**src/rtl/ram_bist_ctrl.sv**
```systemverilog
`default_nettype none
// ============================================================================
// Module   : ram_bist_ctrl
// Brief    : LFSR write/readback self-test sequencer for a single-port RAM.
// Revision : 1.0 - initial release
// ============================================================================
module ram_bist_ctrl #(
    parameter int          ADDR_W = 8,
    parameter int          RD_LAT = 1,
    parameter logic [15:0] SEED   = 16'hACE1
) (
    input  logic              i_sys_clk,
    input  logic              i_rst,
    input  logic              i_start,
    output logic              o_busy,
    output logic              o_done,
    output logic              o_pass,
    output logic [ADDR_W:0]   o_err_cnt,
    output logic [ADDR_W-1:0] o_first_err_addr,
    output logic              o_ena,
    output logic              o_wea,
    output logic [ADDR_W-1:0] o_addra,
    output logic [15:0]       o_dina,
    input  logic [15:0]       i_douta
);

    localparam logic [15:0]       c_seed       = (SEED == 16'h0000) ? 16'h0001 : SEED;
    localparam logic [ADDR_W-1:0] c_last_addr  = {ADDR_W{1'b1}};
    localparam logic [ADDR_W-1:0] c_addr_one   = {{(ADDR_W-1){1'b0}}, 1'b1};
    localparam logic [ADDR_W:0]   c_err_one    = {{ADDR_W{1'b0}}, 1'b1};
    localparam logic [1:0]        c_drain_last = 2'(RD_LAT - 1);

    typedef enum logic [2:0] {
        S_IDLE  = 3'd0,
        S_WRITE = 3'd1,
        S_GAP   = 3'd2,
        S_READ  = 3'd3,
        S_DRAIN = 3'd4,
        S_DONE  = 3'd5
    } state_t;

    function automatic logic [15:0] lfsr_step(input logic [15:0] v);
        return {v[14:0], v[15] ^ v[13] ^ v[12] ^ v[10]};
    endfunction

    state_t              r_state, w_state;
    logic [15:0]         r_lfsr, w_lfsr;
    logic [15:0]         r_exp, w_exp;
    logic [1:0]          r_drain_cnt, w_drain_cnt;
    logic                r_busy, w_busy;
    logic                r_done, w_done;
    logic                r_pass, w_pass;
    logic [ADDR_W:0]     r_err_cnt, w_err_cnt;
    logic [ADDR_W-1:0]   r_first_err_addr, w_first_err_addr;
    logic                r_ena, w_ena;
    logic                r_wea, w_wea;
    logic [ADDR_W-1:0]   r_addra, w_addra;
    logic [15:0]         r_dina, w_dina;
    logic                w_issue;
    logic                w_mismatch;

    // Expected word and address travel alongside the RAM read latency
    logic                r_pipe_vld  [RD_LAT];
    logic [15:0]         r_pipe_exp  [RD_LAT];
    logic [ADDR_W-1:0]   r_pipe_addr [RD_LAT];

    always_ff @(posedge i_sys_clk) begin
        if (i_rst) begin
            r_state          <= S_IDLE;
            r_lfsr           <= c_seed;
            r_exp            <= '0;
            r_drain_cnt      <= '0;
            r_busy           <= 1'b0;
            r_done           <= 1'b0;
            r_pass           <= 1'b0;
            r_err_cnt        <= '0;
            r_first_err_addr <= '0;
            r_ena            <= 1'b0;
            r_wea            <= 1'b0;
            r_addra          <= '0;
            r_dina           <= '0;
        end else begin
            r_state          <= w_state;
            r_lfsr           <= w_lfsr;
            r_exp            <= w_exp;
            r_drain_cnt      <= w_drain_cnt;
            r_busy           <= w_busy;
            r_done           <= w_done;
            r_pass           <= w_pass;
            r_err_cnt        <= w_err_cnt;
            r_first_err_addr <= w_first_err_addr;
            r_ena            <= w_ena;
            r_wea            <= w_wea;
            r_addra          <= w_addra;
            r_dina           <= w_dina;
        end
    end

    always_ff @(posedge i_sys_clk) begin
        if (i_rst) begin
            for (int i = 0; i < RD_LAT; i++) begin
                r_pipe_vld[i]  <= 1'b0;
                r_pipe_exp[i]  <= '0;
                r_pipe_addr[i] <= '0;
            end
        end else begin
            r_pipe_vld[0]  <= w_issue;
            r_pipe_exp[0]  <= r_exp;
            r_pipe_addr[0] <= r_addra;
            for (int i = 1; i < RD_LAT; i++) begin
                r_pipe_vld[i]  <= r_pipe_vld[i-1];
                r_pipe_exp[i]  <= r_pipe_exp[i-1];
                r_pipe_addr[i] <= r_pipe_addr[i-1];
            end
        end
    end

    always_comb begin
        w_state          = r_state;
        w_lfsr           = r_lfsr;
        w_exp            = r_exp;
        w_drain_cnt      = r_drain_cnt;
        w_busy           = r_busy;
        w_done           = 1'b0;
        w_pass           = r_pass;
        w_err_cnt        = r_err_cnt;
        w_first_err_addr = r_first_err_addr;
        w_ena            = r_ena;
        w_wea            = r_wea;
        w_addra          = r_addra;
        w_dina           = r_dina;
        w_issue          = 1'b0;
        w_mismatch       = r_pipe_vld[RD_LAT-1] && (i_douta != r_pipe_exp[RD_LAT-1]);

        if (w_mismatch) begin
            w_err_cnt = r_err_cnt + c_err_one;
            if (r_err_cnt == '0) begin
                w_first_err_addr = r_pipe_addr[RD_LAT-1];
            end
        end

        case (r_state)
            S_IDLE: begin
                if (i_start) begin
                    w_state          = S_WRITE;
                    w_busy           = 1'b1;
                    w_ena            = 1'b1;
                    w_wea            = 1'b1;
                    w_addra          = '0;
                    w_dina           = c_seed;
                    w_lfsr           = lfsr_step(c_seed);
                    w_err_cnt        = '0;
                    w_first_err_addr = '0;
                    w_pass           = 1'b0;
                end
            end
            S_WRITE: begin
                if (r_addra == c_last_addr) begin
                    w_state = S_GAP;
                    w_ena   = 1'b0;
                    w_wea   = 1'b0;
                    w_addra = '0;
                    w_dina  = '0;
                    w_lfsr  = c_seed;
                end else begin
                    w_addra = r_addra + c_addr_one;
                    w_dina  = r_lfsr;
                    w_lfsr  = lfsr_step(r_lfsr);
                end
            end
            S_GAP: begin
                w_state = S_READ;
                w_ena   = 1'b1;
                w_addra = '0;
                w_exp   = c_seed;
                w_lfsr  = lfsr_step(c_seed);
            end
            S_READ: begin
                w_issue = 1'b1;
                if (r_addra == c_last_addr) begin
                    w_state     = S_DRAIN;
                    w_ena       = 1'b0;
                    w_addra     = '0;
                    w_drain_cnt = '0;
                end else begin
                    w_addra = r_addra + c_addr_one;
                    w_exp   = r_lfsr;
                    w_lfsr  = lfsr_step(r_lfsr);
                end
            end
            S_DRAIN: begin
                if (r_drain_cnt == c_drain_last) begin
                    // Final compare lands on this edge, so judge the updated count
                    w_state = S_DONE;
                    w_busy  = 1'b0;
                    w_done  = 1'b1;
                    w_pass  = (w_err_cnt == '0);
                end else begin
                    w_drain_cnt = r_drain_cnt + 2'd1;
                end
            end
            S_DONE: begin
                w_state = S_IDLE;
            end
            default: begin
                w_state = S_IDLE;
            end
        endcase
    end

    assign o_busy           = r_busy;
    assign o_done           = r_done;
    assign o_pass           = r_pass;
    assign o_err_cnt        = r_err_cnt;
    assign o_first_err_addr = r_first_err_addr;
    assign o_ena            = r_ena;
    assign o_wea            = r_wea;
    assign o_addra          = r_addra;
    assign o_dina           = r_dina;

endmodule
`default_nettype wire

```
**config.mk**
```make
export PLATFORM = sky130hd
export DESIGN_NAME = ram_bist_ctrl
export DESIGN_NICKNAME = d
export VERILOG_FILES = /design/src/rtl/ram_bist_ctrl.sv
export SDC_FILE = /design/constraint.sdc
export NUM_CORES = 1
export LEC_CHECK = 0
export CORE_UTILIZATION = 53
export DETAILED_ROUTE_END_ITERATION = 10
export HOLD_SLACK_MARGIN = 0.1
export PLACE_DENSITY = 0.78
export SLEW_MARGIN = 10
export SYNTH_ARGS = -nofsm -noshare
export SYNTH_HDL_FRONTEND = slang
export SYNTH_SLANG_ARGS = --single-unit
```
**constraint.sdc**
```tcl
create_clock -name i_sys_clk -period 2.3 [get_ports i_sys_clk]
set_input_delay 0.345 -clock i_sys_clk [delete_from_list [all_inputs] [get_ports i_sys_clk]]
set_output_delay 0.345 -clock i_sys_clk [all_outputs]
set_load 0.03 [all_outputs]
```
Word-level counts from Yosys, hierarchy flattened

Memory sizes are Yosys's and may differ from the RTL's.
Cells that the tools add are included.

Register bits: 83
Bits in writable memories: 25
Input port bits: 19
Output and inout bits: 46
Logic and storage cells: 108
Memories kept: 3

Add/sub/neg operators: 3
Equal/unequal tests: 13
Mux-type cells: 47
Bitwise operators: 4
Reductions and logical operators: 25

Memories:

| name        | depth | bits a word | rd ports | clocked after Yosys merged registers in | wr ports | RTL line | source |
|---|---|---|---|---|---|---|---|
| r_pipe_exp  | 1     | 16          | 1        | 0                                       | 1        | 64       | `logic [15:0] r_pipe_exp [RD_LAT];` |
| r_pipe_addr | 1     | 8           | 1        | 0                                       | 1        | 65       | `logic [ADDR_W-1:0] r_pipe_addr [RD_LAT];` |
| r_pipe_vld  | 1     | 1           | 1        | 0                                       | 1        | 63       | `logic r_pipe_vld [RD_LAT];` |

Operators with widths:

| kind                                           | count |
|---|---|
| two-way mux 16 bit                             | 7 |
| one-hot mux 16 bit (2 select lines)            | 2 |
| one-hot mux 16 bit (4 select lines)            | 1 |
| two-way mux 8 bit                              | 7 |
| two-way mux 9 bit                              | 3 |
| one-hot mux 8 bit (3 select lines)             | 1 |
| logical NOT 9 bit                              | 2 |
| != test 16 bit                                 | 1 |
| OR reduction 16 bit                            | 1 |
| one-hot mux 3 bit (5 select lines)             | 1 |
| AND reduction 3 bit                            | 5 |
| two-way mux 1 bit                              | 14 |
| two-way mux 3 bit                              | 4 |
| != test 2 bit (second input constant)          | 6 |
| adder 9 x 1 -> 9 bit (second input constant)   | 1 |
| adder 8 x 1 -> 8 bit (second input constant)   | 1 |
| == test 8 bit (second input constant)          | 1 |
| nonzero test 2 bit                             | 4 |
| OR reduction 8 bit                             | 1 |
| == test 3 x 2 -> 1 bit (second input constant) | 2 |
| one-hot mux 1 bit (2 select lines)             | 3 |
| AND reduction 2 bit                            | 3 |
| two-way mux 2 bit                              | 2 |
| one-hot mux 2 bit (2 select lines)             | 1 |
| other kinds (15)                               | 18 |

Longest topological paths before layout

Depth in word-level cells: 6
Gate-level depth with buffers: 9

Worst setup path before layout

OpenSTA, ideal clock, no wires.

Path kind: flip-flop to flip-flop
Start: register r_addra[0], in the netlist o_addra[0]
End: register r_exp[6]
Arrival: 2.021 ns
Path slack: 0.151 ns
Cell stages (with the launch flop): 10
Clock period less this slack: 2.149 ns
Path through: dfxtp_1 ha_1 and3_1 and4_1 nand2_1 and3b_1 clkbuf_1 buf_2 o22ai_1 nor2_1

Longest elaborated chain between the ends: 3

Ends and longest elaborated chain:

| element                       | RTL line | source |
|---|---|---|
| start, declared               | 57       | `logic [ADDR_W-1:0] r_addra, w_addra;` |
| start signal, assigned        | 94       | `r_addra <= w_addra;` |
| == test 8 bit                 | 180      | `if (r_addra == c_last_addr) begin` |
| != test 2 bit (no line)       | --       |  |
| AND reduction 2 bit (no line) | --       |  |
| end signal, assigned          | 85       | `r_exp <= w_exp;` |
| end, declared                 | 48       | `logic [15:0] r_exp, w_exp;` |

Every way passes these cells.
A chain may end at the register's enable or synchronous reset.

Worst setup path in the final report

Start: input port i_douta[7]
End: register r_pass, in the netlist o_pass

Longest elaborated chain between the ends: 6

Ends and longest elaborated chain:

| element                            | RTL line | source |
|---|---|---|
| start, declared                    | 24       | `input logic [15:0] i_douta` |
| != test 16 bit                     | 133      | `w_mismatch = r_pipe_vld[RD_LAT-1] && (i_douta != r_pipe_exp[RD_LAT-1]);` |
| logical AND 1 bit                  | 133      |  |
| two-way mux 9 bit                  | 135      | `if (w_mismatch) begin` |
| logical NOT 9 bit                  | 197      | `w_pass = (w_err_cnt == '0);` |
| two-way mux 1 bit                  | 192      | `if (r_drain_cnt == c_drain_last) begin` |
| one-hot mux 1 bit (2 select lines) | 142      | `case (r_state)` |
| end signal, assigned               | 89       | `r_pass <= w_pass;` |
| end, declared                      | 52       | `logic r_pass, w_pass;` |

Every way passes these cells. The select of a mux whose other input is x is not followed.

==> key figures <==
Status
  – Outcome: finished clean

STA
  – Fin crit period: 2.10 ns
  – Slew Limit Fails: 0
  – Period utilisation layout: 91.4%
  – Max frequency: 476 MHz
  – Slew Limit Headroom: 44.0%
  – Fin Clk Skew: 0.0128 ns
  – Final hold vios: 0
  – Unrepaired setup endpoints after global routing: false
  – Setup violations, final: 0
  – Fin worst setup slack: 0.199 ns
  – Worst slew pin tran: 0.837 ns

Critical path
  – Worst endpoint required time: 2.61 ns
  – Sequence of cells on the critical path: clkdlybuf4s50_1 -> xnor2_1 -> nand4_1 -> o41ai_4 -> buf_4 -> or4_1 -> a2111oi_2 -> a31o_1
  – Critical Path Start Type: primary input
  – WP buf/inv: 2
  – Critical path class: in -> reg
  – Critical R2R Launch: o_addra[0]
  – CP endpoint kind: register
  – Critical path data arrival time: 2.42 ns
  – Max incr delay on CP: 0.53 ns
  – CP max FO: 9
  – RR Endpoint: r_exp[4]
  – Slowest cell on crit path: or4_1
  – Delay-heaviest family, CP: simple AND/OR/NAND/NOR gates
  – Cells on worst reg2reg path: 7
  – Worst reg2reg setup slack: 0.22 ns

Hold path
  – Hold Path Class: in -> reg
  – Hold path start: i_rst
  – Hold depth: 2
  – End of the worst hold path: r_lfsr[3]

Synth
  – Synthesized Nets: 481
  – Yosys top cell area share: 51.7%
  – Most frequent cells after synthesis: 108 x dfxtp_1, 65 x nor2_1, 27 x a21oi_1
  – Flops & latches, synth: 108
  – Synthesized area: 4180 um2
  – Synth top area cells: dfxtp_1 52%, nor2_1 5.8%, xnor2_1 4.8%
  – Seq/Total Area, Yosys: 51.7%
  – Synthesized area per cell: 9.13 um2
  – FFs w/ async S/R, synth: 0%
  – EDFF count, synth: 0
  – Largest area contributor in the netlist: dfxtp_1
  – Count of cell types in the netlist: 40
  – Ys Warns: 0
  – Ys flop type: dfxtp_1
  – Cells after Synth: 458
  – Most frequent cell after synthesis: dfxtp_1

Route
  – DR WL met2: 4240 um
  – Met3 wire len: 456 um
  – Vias: 3418
  – DR top layer: met4
  – Post-Route WL: 8940 um
  – Post-DR vias/cell: 5.39
  – DRC Markers: 0
  – TritonRoute pass-1 iters: 4
  – Met1 Wirelength: 4090 um
  – Final ANT Viol Nets: 0
  – Drt first-iter violations: 210
  – DR WL/cell: 14.1 um

Floorplan
  – DIE AREA: 8250 um2
  – # IOs: 65
  – Core area: 7690 um2
  – Die height: 90.8 um
  – Row cnt: 32
  – Initial core utilization: 54.4%
  – Die width: 90.8 um

Global route
  – Initial antenna violation count: 0
  – Vias in the first global route: 3161
  – Largest net degree at the start of global routing: 45
  – GR Overflow Total: 0
  – GRT Util Overall: 23.1%
  – Global-route wire length before repair: 15300 um

Clock network
  – # clock sinks: 108
  – Worst skew pair latency: 0.36 ns
  – Clk pin slew, worst setup/hold paths: 0.10 ns
  – H-tree lvl count: 3
  – CTS Buffer Depth: 2
  – Root Driver: clkbuf_8
  – CTS tree: done
  – Num CTS Buffers: 9

Placement
  – DP HPWL: 6420 um
  – Cell Area, Placed: 4980 um2
  – Dpl cells: 618
  – Setup WS pre-CTS: -0.201 ns
  – Routability congestion estimate: 0.844
  – Port Buffer Count: 64

Finish
  – Area of the multi-input gates: 1910 um2
  – Synth-to-layout area growth: 23.6%
  – Final Non-Filler Cells: 634
  – Reg area: 2160 um2
  – Fin util: 67.2%
  – Cell area after layout: 5170 um2
  – Layout cells sized above 1: 7.89%
  – Fill cells: 652
  – N_diodes: 0
  – Nets: 550

Pwr
  – Final Power: 3.33 mW
  – Max VDD drop: 0.376 mV
  – P per Cell Area: 645 nW/um2
  – Static Leak: 1.88 nW

Job
  – Max-Cap Viols: 0
-- layer usage --
| metal | vias to the layer above | track usage (%) |
|---|---|---|
| li1 | 1744 | - |
| met1 | 1572 | 30.9 |
| met2 | 90 | 37.3 |
| met3 | 12 | 4.46 |
| met4 | 0 | 7.80 |
| met5 | - | 0 |
-- worst max path at each step --
stage          startpoint   endpoint  slack, ns  cells past startpoint
2_1_floorplan  o_addra[0]   r_exp[6]       0.15                      9
3_3_place_gp   i_douta[7]     o_pass      -0.12                      8
3_5_place_dp   i_douta[7]     o_pass      -0.20                      8
4_1_cts        o_addra[0]   r_exp[4]       0.17                      7
5_1_grt        o_addra[0]  o_dina[4]       0.05                      7
6_report       i_douta[7]     o_pass       0.20                      8
-- stage by stage --
step,hold WS [ns],TNS [ns]
finish,0.369,0
global route,0.372,0
CTS,0.356,0
detailed placement,0.440,-1.51
global placement,0.439,-0.855
floorplan,0.427,0
-- logic make-up after synthesis --
kind of cell / count (synthesis) / share of synthesized area [%]
xor gates and xnor gates: 27 / 5.66
AOI/OAI and AO/OA: 101 / 15.2
and+or+nand+nor: 178 / 20.9
adders and majority gates: 4 / 1.20
muxes: 11 / 2.66
buffers and inverters: 29 / 2.63
DFF: 108 / 51.7
-- cell type report --
type                            instances  area share, %
Inverter                                7          0.508
Clock inverter                          6          0.920
Clock buffer                           10           2.66
Sequential cell                       108           41.8
Tap cell                              102           2.47
Timing Repair Buffer                   80           14.6
Multi-Input combinational cell        321           37.0
-- cells in the final DEF, fill, tap and decap left out, types with 10 or more instances in the layout --
cell type        count
buf_4               16
nor2b_1             25
clkdlybuf4s50_1     63
o21ai_0             22
a22oi_1             15
nand2_1             21
nand3_1             10
nor3_1              16
mux2i_1             10
o22ai_1             20
dfxtp_1            108
xnor2_1             23
clkbuf_8            10
a21oi_1             27
nor2_1              65
-- sequential cells by signal (all words and copies together) (netlist names) --
signal	cells
o_addra	8
r_pipe_addr	8
o_ena	1
r_drain_cnt	2
o_busy	1
r_pipe_exp	16
o_dina	16
r_lfsr	16
r_exp	16
o_pass	1
o_first_err_addr	8
r_state	3
r_pipe_vld	1
o_err_cnt	9
o_done	1
o_wea	1
-- report_power, final --
| group | switching [mW] | internal [mW] |
|---|---|---|
| Clock | 0.633 | 0.431 |
| Combinational | 0.172 | 0.138 |
| Sequential | 0.0448 | 1.91 |
| Total | 0.850 | 2.48 |
-- timing repair --
item                       CTS  global route
resized for setup            0             1
setup endpoints to repair    0             4
buffers inserted             0             0
hold buffers                 0             0
(Power assumes the default switching activity.)
